<file path="src/rtl/finger_enc_pkg.sv">
// rtl/finger_enc_pkg.sv - shared types and pattern table for the finger code encoder
package finger_enc_pkg;

  typedef enum logic [1:0] {
    IDLE = 2'd0,
    HOLD = 2'd1,
    GAP  = 2'd2
  } state_t;

  typedef logic [1:0] code_t;

  localparam logic [3:0] PAT_00 = 4'b0000;
  localparam logic [3:0] PAT_01 = 4'b1110;
  localparam logic [3:0] PAT_10 = 4'b1100;
  localparam logic [3:0] PAT_11 = 4'b1111;

  // Patterns are chosen so Y0=A&B&C and Y1=A&B&(C xnor D) recover the code.
  function automatic logic [3:0] code_to_pat(input code_t code);
    logic [3:0] pat;
    case (code)
      2'b01:   pat = PAT_01;
      2'b10:   pat = PAT_10;
      2'b11:   pat = PAT_11;
      default: pat = PAT_00;
    endcase
    return pat;
  endfunction

endpackage

</file>
<file path="src/rtl/code_fifo.sv">
// rtl/code_fifo.sv - synchronous FIFO buffering accepted codes
module code_fifo #(
  parameter int WIDTH = 2,
  parameter int DEPTH = 4
) (
  input  logic                     clk,
  input  logic                     rst,
  input  logic                     push,
  input  logic [WIDTH-1:0]         wdata,
  input  logic                     pop,
  output logic [WIDTH-1:0]         rdata,
  output logic                     full,
  output logic                     empty,
  output logic [$clog2(DEPTH):0]   count
);

  localparam int AW = $clog2(DEPTH);

  logic [WIDTH-1:0] mem [DEPTH];
  logic [AW-1:0]    wr_ptr;
  logic [AW-1:0]    rd_ptr;
  logic             do_push;
  logic             do_pop;

  assign full    = (count == (AW+1)'(DEPTH));
  assign empty   = (count == '0);
  assign do_push = push && !full;
  assign do_pop  = pop && !empty;
  assign rdata   = mem[rd_ptr];

  always_ff @(posedge clk) begin
    if (do_push) begin
      mem[wr_ptr] <= wdata;
    end
  end

  // Pointers are exactly AW bits wide, so they wrap modulo DEPTH on their own.
  always_ff @(posedge clk) begin
    if (rst) begin
      wr_ptr <= '0;
      rd_ptr <= '0;
      count  <= '0;
    end else begin
      if (do_push) wr_ptr <= wr_ptr + 1'b1;
      if (do_pop)  rd_ptr <= rd_ptr + 1'b1;
      case ({do_push, do_pop})
        2'b10:   count <= count + 1'b1;
        2'b01:   count <= count - 1'b1;
        default: count <= count;
      endcase
    end
  end

endmodule

</file>
<file path="src/rtl/finger_code_encoder.sv">
// rtl/finger_code_encoder.sv - drives buffered 2-bit codes as timed ABCD finger patterns
module finger_code_encoder
  import finger_enc_pkg::*;
#(
  parameter int HOLD_CYCLES = 4,
  parameter int GAP_CYCLES  = 1,
  parameter int FIFO_DEPTH  = 4
) (
  input  logic       clk,
  input  logic       rst,
  input  logic [1:0] in_code,
  input  logic       in_valid,
  output logic       in_ready,
  output logic       A,
  output logic       B,
  output logic       C,
  output logic       D,
  output logic       pat_valid,
  output logic       busy
);

  localparam int MAXP = (HOLD_CYCLES > GAP_CYCLES) ? HOLD_CYCLES : GAP_CYCLES;
  localparam int CW   = $clog2(MAXP) + 1;
  localparam logic [CW-1:0] HOLD_LAST = CW'(HOLD_CYCLES - 1);
  localparam logic [CW-1:0] GAP_LAST  = CW'((GAP_CYCLES > 0) ? GAP_CYCLES - 1 : 0);

  state_t                      state;
  logic [CW-1:0]               cnt;
  logic [3:0]                  pat;
  code_t                       fifo_rdata;
  logic                        fifo_full;
  logic                        fifo_empty;
  logic [$clog2(FIFO_DEPTH):0] fifo_count;
  logic                        push;
  logic                        pop;
  logic                        hold_done;
  logic                        gap_done;

  assign in_ready  = !rst && !fifo_full;
  assign push      = in_valid && in_ready;
  assign hold_done = (state == HOLD) && (cnt == HOLD_LAST);
  assign gap_done  = (state == GAP) && (cnt == GAP_LAST);
  assign pop       = !fifo_empty &&
                     ((state == IDLE) || (hold_done && GAP_CYCLES == 0) || gap_done);
  assign busy      = (state != IDLE) || (fifo_count != '0);
  assign {A, B, C, D} = pat;

  code_fifo #(
    .WIDTH (2),
    .DEPTH (FIFO_DEPTH)
  ) u_fifo (
    .clk   (clk),
    .rst   (rst),
    .push  (push),
    .wdata (in_code),
    .pop   (pop),
    .rdata (fifo_rdata),
    .full  (fifo_full),
    .empty (fifo_empty),
    .count (fifo_count)
  );

  // A pop always starts a fresh HOLD, whichever state it is taken from.
  always_ff @(posedge clk) begin
    if (rst) begin
      state     <= IDLE;
      cnt       <= '0;
      pat       <= PAT_00;
      pat_valid <= 1'b0;
    end else if (pop) begin
      state     <= HOLD;
      cnt       <= '0;
      pat       <= code_to_pat(fifo_rdata);
      pat_valid <= 1'b1;
    end else begin
      case (state)
        IDLE: begin
          pat       <= PAT_00;
          pat_valid <= 1'b0;
        end
        HOLD: begin
          if (cnt == HOLD_LAST) begin
            state     <= (GAP_CYCLES > 0) ? GAP : IDLE;
            cnt       <= '0;
            pat       <= PAT_00;
            pat_valid <= 1'b0;
          end else begin
            cnt <= cnt + 1'b1;
          end
        end
        GAP: begin
          if (cnt == GAP_LAST) begin
            state <= IDLE;
            cnt   <= '0;
          end else begin
            cnt <= cnt + 1'b1;
          end
        end
        default: begin
          state     <= IDLE;
          cnt       <= '0;
          pat       <= PAT_00;
          pat_valid <= 1'b0;
        end
      endcase
    end
  end

endmodule

</file>
<file path="config.mk">
export PLATFORM = sky130hd
export DESIGN_NAME = finger_code_encoder
export DESIGN_NICKNAME = d
export VERILOG_FILES = /design/src/rtl/finger_enc_pkg.sv /design/src/rtl/code_fifo.sv /design/src/rtl/finger_code_encoder.sv
export SDC_FILE = /design/constraint.sdc
export NUM_CORES = 1
export LEC_CHECK = 0
export CAP_MARGIN = 20
export CORE_MARGIN = 10
export CORE_UTILIZATION = 50
export CTS_CLUSTER_SIZE = 16
export DETAILED_ROUTE_END_ITERATION = 10
export PLACE_DENSITY_LB_ADDON = 0.05
export SETUP_SLACK_MARGIN = 0.02
export SKIP_CTS_REPAIR_TIMING = 1
export SLEW_MARGIN = 25
export SYNTH_ARGS = -nofsm -noshare
export SYNTH_HDL_FRONTEND = slang
export SYNTH_HIERARCHICAL = 1
export SYNTH_SLANG_ARGS = --single-unit
</file>
<file path="constraint.sdc">
create_clock -name clk -period 2.95 [get_ports clk]
set_input_delay 0.4425 -clock clk [delete_from_list [all_inputs] [get_ports clk]]
set_output_delay 0.4425 -clock clk [all_outputs]
set_load 0.03 [all_outputs]
</file>
Yosys cells after proc, flatten, opt, wreduce, memory -nomap -nowiden --
Memories as Yosys holds them, arrays and structs flattened. A register that Yosys moved wholly into a read port is not among the register bits. Cells that the tools add are included.
Operators by class: add/sub/neg operators 5, equal/unequal tests 15, muxes and demuxes 19, bitwise operators 1, reduce and logical (&&, ||, !) cells 21
Operator list (number):
- 4-bit one-hot mux with 3 select lines | 1
- 3-bit one-hot mux with 3 select lines | 1
- 2-bit == test (second input constant) | 4
- 2-bit two-way mux | 4
- 4-bit two-way mux | 2
- 2-bit by 1-bit != test with 1-bit output (second input constant) | 4
- 4-bit one-hot mux with 2 select lines | 1
- 3-bit by 1-bit adder with 3-bit output (second input constant) | 2
- 2-bit by 1-bit == test with 1-bit output (second input constant) | 3
- 1-bit logical AND | 6
- 3-bit zero test | 2
- 3-bit two-way mux | 2
- 3-bit by 1-bit != test with 1-bit output (second input constant) | 2
- 2-bit one-hot mux with 3 select lines | 1
- 3-bit one-hot mux with 2 select lines | 1
- 3-bit AND reduction | 2
- 1-bit two-way mux | 5
- 2-bit by 1-bit adder with 2-bit output (second input constant) | 2
- 2-bit nonzero test | 2
- 3-bit by 2-bit == test with 1-bit output (second input constant) | 1
- 3-bit == test (second input constant) | 1
- 1-bit zero test | 3
- 3-bit nonzero test | 1
- 3-bit by 1-bit subtractor with 3-bit output (second input constant) | 1
- 6 further kinds | 7
Word-level totals: register bits 17, bits in writable memories 8, input bits 5, output and inout bits 7, logic and storage cells 70, memories kept 1
Memories:
- u_fifo.mem | depth 4, width 2, read ports 1, clocked after Yosys merged registers in 1, write ports 1, RTL line code_fifo.sv:19 | logic [WIDTH-1:0] mem [DEPTH];

Depth between registers and ports, before layout --
Gate-level depths: netlist of the first run.
depth after elaboration 7, gate-level depth with buffers 14, mapped depth without buffers 13

Cells and area by module --
Netlist of the first run, hierarchy kept.
Modules (own cells, without submodules):
- code_fifo | times used 1, cells each 64, area an instance 760.7 um^2, sequential area each 420.4 um^2
- finger_code_encoder | times used 1, cells each 64, area an instance 601.8 um^2, sequential area each 180.2 um^2

Least setup slack after synthesis of the first run --
OpenSTA, ideal clock, no wires.
path type register to register, from register u_fifo.count[2], to register u_fifo.count[2], setup time 70 ps, arrival 2400 ps, required time 2880 ps, slack 480 ps, stages on the path, launching flop included 13, path buffers 0, period minus slack after synthesis 2470 ps, path through dfxtp_1 > nor3b_2 > nor2_1 > and2_1 > inv_1 > nor2_1 > inv_1 > ha_1 > inv_1 > fa_1 > xor2_1 > or3_1 > a21oi_1
Between the ends: longest elaborated chain between the ends 7, elaborated cells on any way between the ends 15, classes of those cells add/sub: 2; eq/ne: 3; mux: 1; reduce/logical: 9
Ends and longest elaborated chain:
- from (decl) | RTL line code_fifo.sv:14 | output logic [$clog2(DEPTH):0] count
- from (signal assigned) | RTL line code_fifo.sv:47 | 2'b10: count <= count + 1'b1;
- from (signal assigned) | RTL line code_fifo.sv:48 | 2'b01: count <= count - 1'b1;
- from (signal assigned) | RTL line code_fifo.sv:49 | default: count <= count;
- 3-bit == test (*) | RTL line code_fifo.sv:25 | assign full = (count == (AW+1)'(DEPTH));
- via fifo_full | RTL line finger_code_encoder.sv:31 | logic fifo_full;
- 1-bit zero test (*) | RTL line finger_code_encoder.sv:39 | assign in_ready = !rst && !fifo_full;
- 1-bit logical AND (*) | RTL line finger_code_encoder.sv:39
- via in_ready | RTL line finger_code_encoder.sv:13 | output logic in_ready,
- 1-bit logical AND (*) | RTL line finger_code_encoder.sv:40 | assign push = in_valid && in_ready;
- via push | RTL line finger_code_encoder.sv:34 | logic push;
- 1-bit logical AND (*) | RTL line code_fifo.sv:27 | assign do_push = push && !full;
- 2-bit by 1-bit == test with 1-bit output / 2-bit == test (equally long branches) | RTL line code_fifo.sv:46 | case ({do_push, do_pop})
- 3-bit one-hot mux with 2 select lines / 2-bit nonzero test (equally long branches)
Mark *: on every way through the listed nets, which the timed path passes. The rest lies on a longest branch. A chain may end at the register's enable or synchronous reset.

Worst setup path after layout of the first run --
from register state[0], to register u_fifo.count[2]
Between the ends: longest elaborated chain between the ends 7, elaborated cells on any way between the ends 10, classes of those cells eq/ne: 3; mux: 1; reduce/logical: 6
Ends and longest elaborated chain:
- from (decl) | RTL line finger_code_encoder.sv:27 | state_t state;
- from (signal assigned) | RTL line finger_code_encoder.sv:83 | state <= (GAP_CYCLES > 0) ? GAP : IDLE;
- 2-bit == test | RTL line finger_code_encoder.sv:42 | assign gap_done = (state == GAP) && (cnt == GAP_LAST);
- 1-bit logical AND | RTL line finger_code_encoder.sv:42
- 1-bit logical OR (*) | RTL line finger_code_encoder.sv:44 | ((state == IDLE) || (hold_done && GAP_CYCLES == 0) || gap_done);
- 1-bit logical AND (*) | RTL line finger_code_encoder.sv:43 | assign pop = !fifo_empty &&
- via pop | RTL line finger_code_encoder.sv:35 | logic pop;
- 1-bit logical AND (*) | RTL line code_fifo.sv:28 | assign do_pop = pop && !empty;
- via u_fifo.do_pop | RTL line code_fifo.sv:23 | logic do_pop;
- 2-bit by 1-bit == test with 1-bit output / 2-bit == test (equally long branches) | RTL line code_fifo.sv:46
- 3-bit one-hot mux with 2 select lines / 2-bit nonzero test (equally long branches)
Marks and branches as above.

==> metrics.md, run 1 <==
| Metric | Value |
|---|---|
| Synthesized-area fraction occupied by adder cells | `roughly an eighth` |
| Least-Margin Pin Slew | `between 0.5 and 0.6 ns` |
| Antenna-violating nets left | `0` |
| Top-area cell type share of the netlist area | `26.4%` |
| Delay of the slowest critical-path stage | `approximately 0.40 ns` |
| Gate count after technology mapping | `128` |
| Root Buffer Master | `clkbuf_4` |
| DP Area | `between 0.0015 and 0.002 mm2` |
| Final Cycle Share | `a little over 90%` |
| Worst setup margin | `approximately 0.23 ns` |
| Critical Path Source Type | `flop` |
| Crit path max-delay family | `simple AND/OR/NAND/NOR gates` |
| Placer congestion estimate | `roughly 0.77` |
| Die Ht | `72.2 um` |
| Worst path arrival time | `2.98 ns` |
| Non-filler cells, final | `between 150 and 200` |
| Antenna violations before repair | `0` |
| Post-synthesis mux area share | `about 4.8%` |
| WL/cell | `14.3 um` |
| Synth top area cells | `dfxtp_1 26%, edfxtp_1 18%, ha_1 11%, inv_1 4.1%, mux4_2 3.3%` |
| Crit. End Element | `flop` |
| Core Footprint | `around 0.0025 mm2` |
| First-pass GRT wire length | `between 4000 and 5000 um` |
| Fin crit period | `between 2 and 3 ns` |
| Critical path type | `flop to flop` |
| H-tree depth | `1` |
| # DRC | `0` |
| Layout area overhead | `14.3%` |
| HPWL Detailed | `~1900 um` |
| YS warnings | `6` |
| CP Buf/Inv Count | `4` |
| Post-route setup TNS | `0 ns` |
| First-pass detailed-route iteration total | `4` |
| Sequential share of the synthesized area | `between 40% and 50%` |
| Syn Area/Cell | `approximately 11 um2` |
| Sink Count | `26` |
| Total grt overflow | `0` |
| Drt initial violations | `64` |
| Synth Area in XOR/XNOR | `just under 2%` |
| Hold crit path type | `flop to flop` |
| Total CTS buffers | `3` |
| Critical Path Slowest Stage Cell | `nor2b_1` |
| Post-layout power | `approximately 0.0011 W` |
| Compound-gate portion of the synthesized area | `between 10% and 20%` |
| Post-synthesis simple-gate area fraction | `roughly 17%` |
| Distinct cells, synth | `40` |
| Routed vias/inst | `about 5.5` |
| Fin area | `around 0.0016 mm2` |
| Final setup fails | `0` |
| RSZ-0062 raised after global routing | `no` |
| Buffers on Ports | `11` |
| Final Hold Fails | `0` |
| CTS tree | `done` |
| PwrDens | `around 730 mW/mm2` |
| Largest family of logic cells by synthesized area | `simple AND/OR/NAND/NOR gates` |
| Share of layout cells above drive strength 1 | `10.6%` |
| Syn nets | `roughly 150` |
| Yosys top cell by area | `dfxtp_1` |
| CP max FO | `7` |
| Die ar. | `0.00521 mm2` |
| Synth Register Bits | `26` |
| Nets | `roughly 160` |
| Initial Util | `a little over half` |
| Leakage | `0.580 nW` |
| VDD IR max | `between 700 and 800 uV` |
| Slew HR | `between 60% and 70%` |
| Chip Width | `~72 um` |
| Status | `complete, no violations` |
| Placed Cells | `between 150 and 200` |
| Critical Path, Cell by Cell | `inv_1, ha_1, nor2b_1, nor2_8, inv_4, o31ai_1, inv_1, ha_1, inv_1, fa_1, xor2_1, or3_1, a21oi_1` |
| Place WS | `around 0.2 ns` |
| Skew final | `0.00632 ns` |
| # Max-Cap Violations | `0` |
| GRT Total Usage | `between 10% and 20%` |
| Drt total wl | `roughly 2500 um` |
| Worst EP required | `~3.2 ns` |
| Via count | `947` |
| Std-Cell Rows | `18` |
| Diode count | `0` |
| Max Slew Vio Count | `0` |
| Ports | `12` |
| Vias in the first global route | `971` |
| Maximum clock rate | `around 370 MHz` |
| Netlist Area Pre-Place | `around 0.0014 mm2` |
| Clock tree buffer depth | `2` |
| Pin count of the biggest net entering global routing | `16` |
| Clk Latency, worst-skew pair | `~0.32 ns` |
| Clock transition at path regs | `about 0.14 ns` |
| Crit-path most repeated cell | `inv_1` |
kinds of logic after synthesis:
kind of cell	Yosys count
adders and majority gates	13
and+or+nand+nor	35
xor gates and xnor gates	3
DFF	26
AOI/OAI and AO/OA	27
buffers and inverters	20
muxes	4
final cells by class:
type | count | area, um2
fill | 209 | 987
inverter | 16 | 62.6
clock buffer | 3 | 22.5
clock inverter | 1 | 30.0
timing repair buffer | 14 | 133
multi-input combinational | 82 | 672
sequential | 26 | 601
tap | 30 | 37.5
sequential cells by signal, indices dropped and copies added (netlist names), named ones only:
| register | count |
|---|---|
| u_fifo/mem | 8 |
| cnt | 3 |
| pat | 3 |
| u_fifo/count | 3 |
| state | 2 |
| u_fifo/rd_ptr | 2 |
| u_fifo/wr_ptr | 2 |
| pat_valid | 1 |
routing by layer:
| metal | wire (um) | up-vias | global-route usage (%) | part of all wire, % |
|---|---|---|---|---|
| li1 | - | 477 | - | - |
| met1 | 1160 | 457 | 11.8 | 47 |
| met2 | 1160 | 11 | 17.0 | 47 |
| met3 | 130 | 2 | 4.08 | 5.3 |
| met4 | 19 | 0 | 1.94 | 0.77 |
| met5 | 0 | - | 0 | 0 |
layout by cell type, fill, tap and decap left out, types with 4 or more instances in the layout:
master           count
nor2_1               8
and2_1               5
clkdlybuf4s50_1     11
dfxtp_1             18
edfxtp_1             8
a21oi_1              8
o211ai_1             4
ha_1                12
o21ai_0              7
inv_1               15
worst min-delay path: stages, from the launching register on:
cell and delay (ns):
dfxtp_1 0.34, o211ai_1 0.07, o21ai_1 0.06
synth_stat cells (all sizes together):
cell type and instances:
nand4b 1, mux2i 2, nor2b 2, or4b 1
a211oi 1, dfxtp 18, nand3 1, mux4 2
nand2 3, edfxtp 8, nand3b 2, nor3 1
or3 3, o2111a 1, a311oi 1, nand4 1
ha 12, nor2 9, a21oi 8, xor2 3
nand2b 2, fa 1, and4bb 1, o31ai 2
nor3b 2, a2111oi 1, buf 4, a211o 1
o211ai 4, inv 16, and2 5, o21ai 8
nor4 1
worst paths after layout:
check,startpoint,endpoint,slack [ns],cells after the start
max,state[0],u_fifo/count[2],0.23,13
min,pat[1],pat[1],0.49,2
max reg2reg,state[0],u_fifo/count[2],0.23,13
min reg2reg,pat[1],pat[1],0.49,2
where the power goes:
group          leakage (nW)  internal (W)  switching (W)
Combinational         0.333      0.000180       0.000262
Sequential            0.219      0.000411      0.0000366
Clock                0.0279      0.000137       0.000105
stage by stage:
| step | hold WS, ns | utilization (%) |
|---|---|---|
| after floorplan | 0.459 | - |
| after global placement | 0.465 | 59.1 |
| after detailed placement | 0.475 | 59.1 |
| after CTS | 0.494 | 61.2 |
| after global routing | 0.523 | 61.2 |
| final | 0.493 | 61.2 |
Power figures use the tool's default switching activity.
==> run 2: changes to the inputs <==
--- a/config.mk
+++ b/config.mk
@@ -6,8 +6,9 @@
 export NUM_CORES = 1
 export LEC_CHECK = 0
 export CAP_MARGIN = 20
-export CORE_MARGIN = 10
-export CORE_UTILIZATION = 50
+export CORE_ASPECT_RATIO = 1.2
+export CORE_MARGIN = 2
+export CORE_UTILIZATION = 39
 export CTS_CLUSTER_SIZE = 16
 export DETAILED_ROUTE_END_ITERATION = 10
 export PLACE_DENSITY_LB_ADDON = 0.05
==> run 2 against run 1 <==
First-iteration DRC count down 77%. Worst hold slack worse by 0.0069 ns. Global-route usage up 4.1 points. Non-clock buffer count up 2. Clock-buffer cell count unchanged. Sequential cell count unchanged. Sequential power about the same. Routed wire length down 1.8%. Utilization down 13 points. Die area down 24%. Critical endpoint unchanged.
==> metrics.md, run 2 (synthesized netlist as in run 1, its figures left out) <==
| Metric | Value |
|---|---|
| Status | `complete, no violations (unchanged)` |
| Critical path type | `flop to flop (unchanged)` |
| Fin crit period | `2.61 ns (was 2.72 ns)` |
| Hold crit path type | `flop to flop (unchanged)` |
| Sequential cell area | `601 um2 (unchanged)` |
| VDD IR max | `395 uV (was 724 uV)` |
| Diode count | `0 (unchanged)` |
| CTS tree | `done (unchanged)` |
| Clk Latency, worst-skew pair | `0.27 ns (was 0.32 ns)` |
| Post-route setup TNS | `0 ns (unchanged)` |
| Pin count of the biggest net entering global routing | `16 (unchanged)` |
| Final setup fails | `0 (unchanged)` |
| GRT Total Usage | `14.2% (was 10.1%)` |
| Die Ht | `68.8 um (was 72.2 um)` |
| Ports | `12 (unchanged)` |
| Total CTS buffers | `3 (unchanged)` |
| Vias in the first global route | `943 (was 971)` |
| Worst path arrival time | `2.82 ns (was 2.98 ns)` |
| Least-Margin Pin Slew | `0.571 ns (was 0.552 ns)` |
| Antenna-violating nets left | `0 (unchanged)` |
| H-tree depth | `1 (unchanged)` |
| Sink Count | `26 (unchanged)` |
| RSZ-0062 raised after global routing | `no (unchanged)` |
| Maximum clock rate | `383 MHz (was 367 MHz)` |
| Area of the multi-input gates | `672 um2 (unchanged)` |
| Placer congestion estimate | `0.765 (was 0.774)` |
| WL/cell | `13.4 um (was 14.3 um)` |
| Die ar. | `0.00398 mm2 (was 0.00521 mm2)` |
| Drt total wl | `2420 um (was 2470 um)` |
| Initial Util | `40.8% (was 53.5%)` |
| Worst EP required | `3.16 ns (was 3.21 ns)` |
| Buffers on Ports | `11 (unchanged)` |
| Clock tree buffer depth | `2 (unchanged)` |
| Leakage | `0.598 nW (was 0.580 nW)` |
| R2R depth | `12 (was 13)` |
| Skew final | `0.00170 ns (was 0.00632 ns)` |
| First-pass GRT wire length | `4270 um (was 4350 um)` |
| HPWL Detailed | `1860 um (was 1920 um)` |
| Hold depth | `2 (unchanged)` |
| # Max-Cap Violations | `0 (unchanged)` |
| Critical Path Source Type | `flop (unchanged)` |
| Final Hold Fails | `0 (unchanged)` |
| Layout filler cell count | `336 (was 209)` |
| Layout area overhead | `17.4% (was 14.3%)` |
| Nets | `163 (was 161)` |
| Via count | `938 (was 947)` |
| PwrDens | `744 mW/mm2 (was 726 mW/mm2)` |
| Root Buffer Master | `clkbuf_8 (was clkbuf_4)` |
| Antenna violations before repair | `0 (unchanged)` |
| Clock transition at path regs | `0.09 ns (was 0.14 ns)` |
| Chip Width | `58.0 um (was 72.2 um)` |
| # DRC | `0 (unchanged)` |
| Std-Cell Rows | `23 (was 18)` |
| Share of layout cells above drive strength 1 | `11.8% (was 10.6%)` |
| Max Slew Vio Count | `0 (unchanged)` |
| Most frequent cells in the layout | `18 x dfxtp_1, 15 x inv_1, 12 x ha_1 (unchanged)` |
| Core Footprint | `0.00334 mm2 (was 0.00254 mm2)` |
| Final Cycle Share | `88.6% (was 92.3%)` |
| Commonest non-fill, non-tap cell in the layout | `dfxtp_1 (unchanged)` |
| Max FFs per register | `8 (unchanged)` |
| Final Util | `47.9% (was 61.2%)` |
| Total grt overflow | `0 (unchanged)` |
| Slew HR | `61.7% (was 63.0%)` |
| Routed vias/inst | `5.18 (was 5.51)` |
| Crit. End Element | `flop (unchanged)` |
| CP max FO | `6 (was 7)` |
| Most flops, register | `u_fifo/mem (unchanged)` |
| Drt initial violations | `15 (was 64)` |
| First-pass detailed-route iteration total | `4 (unchanged)` |
run 2: cell types whose count changed in the layout (fill, tap and decap cells not counted), sizes merged:
cell,change
buf,+2
run 2: worst max-delay path: stages (launching register included):
cell     delay (ns)
dfxtp_1        0.43
nor3b_2        0.37
nor2_1         0.13
and2_1         0.19
inv_1          0.10
nor2_1         0.06
inv_1          0.07
ha_1           0.18
inv_1          0.06
fa_1           0.37
xor2_1         0.16
or3_1          0.30
a21oi_1        0.14
run 2: power breakdown:
part | switching (W) | internal, W
logic | 0.000258 | 0.000190
clock network | 0.000114 | 0.000182
registers | 0.0000367 | 0.000410
total | 0.000409 | 0.000782
run 2: per-stage QoR:
stage               cell area (um2)  std cells  hold slack (ns)  setup WS, ns  power, W
detailed placement             1530        177            0.474         0.212  0.000910
floorplan                      1360        128            0.459         0.480  0.000763
global placement               1530        177            0.466         0.285  0.000903
global route                   1600        181            0.524         0.113   0.00127
finish                         1600        181            0.486         0.338   0.00119
CTS                            1600        181            0.487         0.312   0.00120
run 2: path summary, 6_finish.rpt:
check	start	endpoint	slack, ns
setup reg to reg	u_fifo/count[2]	u_fifo/count[2]	0.34
setup / recovery	u_fifo/count[2]	u_fifo/count[2]	0.34
hold / removal	pat_valid	pat_valid	0.49
hold reg to reg	pat_valid	pat_valid	0.49
run 2: cell type report:
type                       count  area share, %
clock buffer                   3           2.58
clock inverter                 1           1.88
inverter                      16           3.91
multi-input combinational     82           42.0
sequential                    26           37.5
tap                           37           2.89
timing repair buffer          16           9.23
run 2: routing by layer:
| metal | up-vias | global-route usage (%) | part of all wire (%) |
|---|---|---|---|
| li1 | 480 | - | - |
| met1 | 444 | 18.1 | 48 |
| met2 | 9 | 23.6 | 48 |
| met3 | 5 | 2.24 | 2.0 |
| met4 | 0 | 6.98 | 2.0 |
| met5 | - | 0 | 0 |
==> run 3: changes to the inputs <==
--- a/config.mk
+++ b/config.mk
@@ -13,7 +13,6 @@
 export DETAILED_ROUTE_END_ITERATION = 10
 export PLACE_DENSITY_LB_ADDON = 0.05
 export SETUP_SLACK_MARGIN = 0.02
-export SKIP_CTS_REPAIR_TIMING = 1
 export SLEW_MARGIN = 25
 export SYNTH_ARGS = -nofsm -noshare
 export SYNTH_HDL_FRONTEND = slang
==> results of run 3 <==
No change in the layout: final DEF, timing and power equal those of run 2.
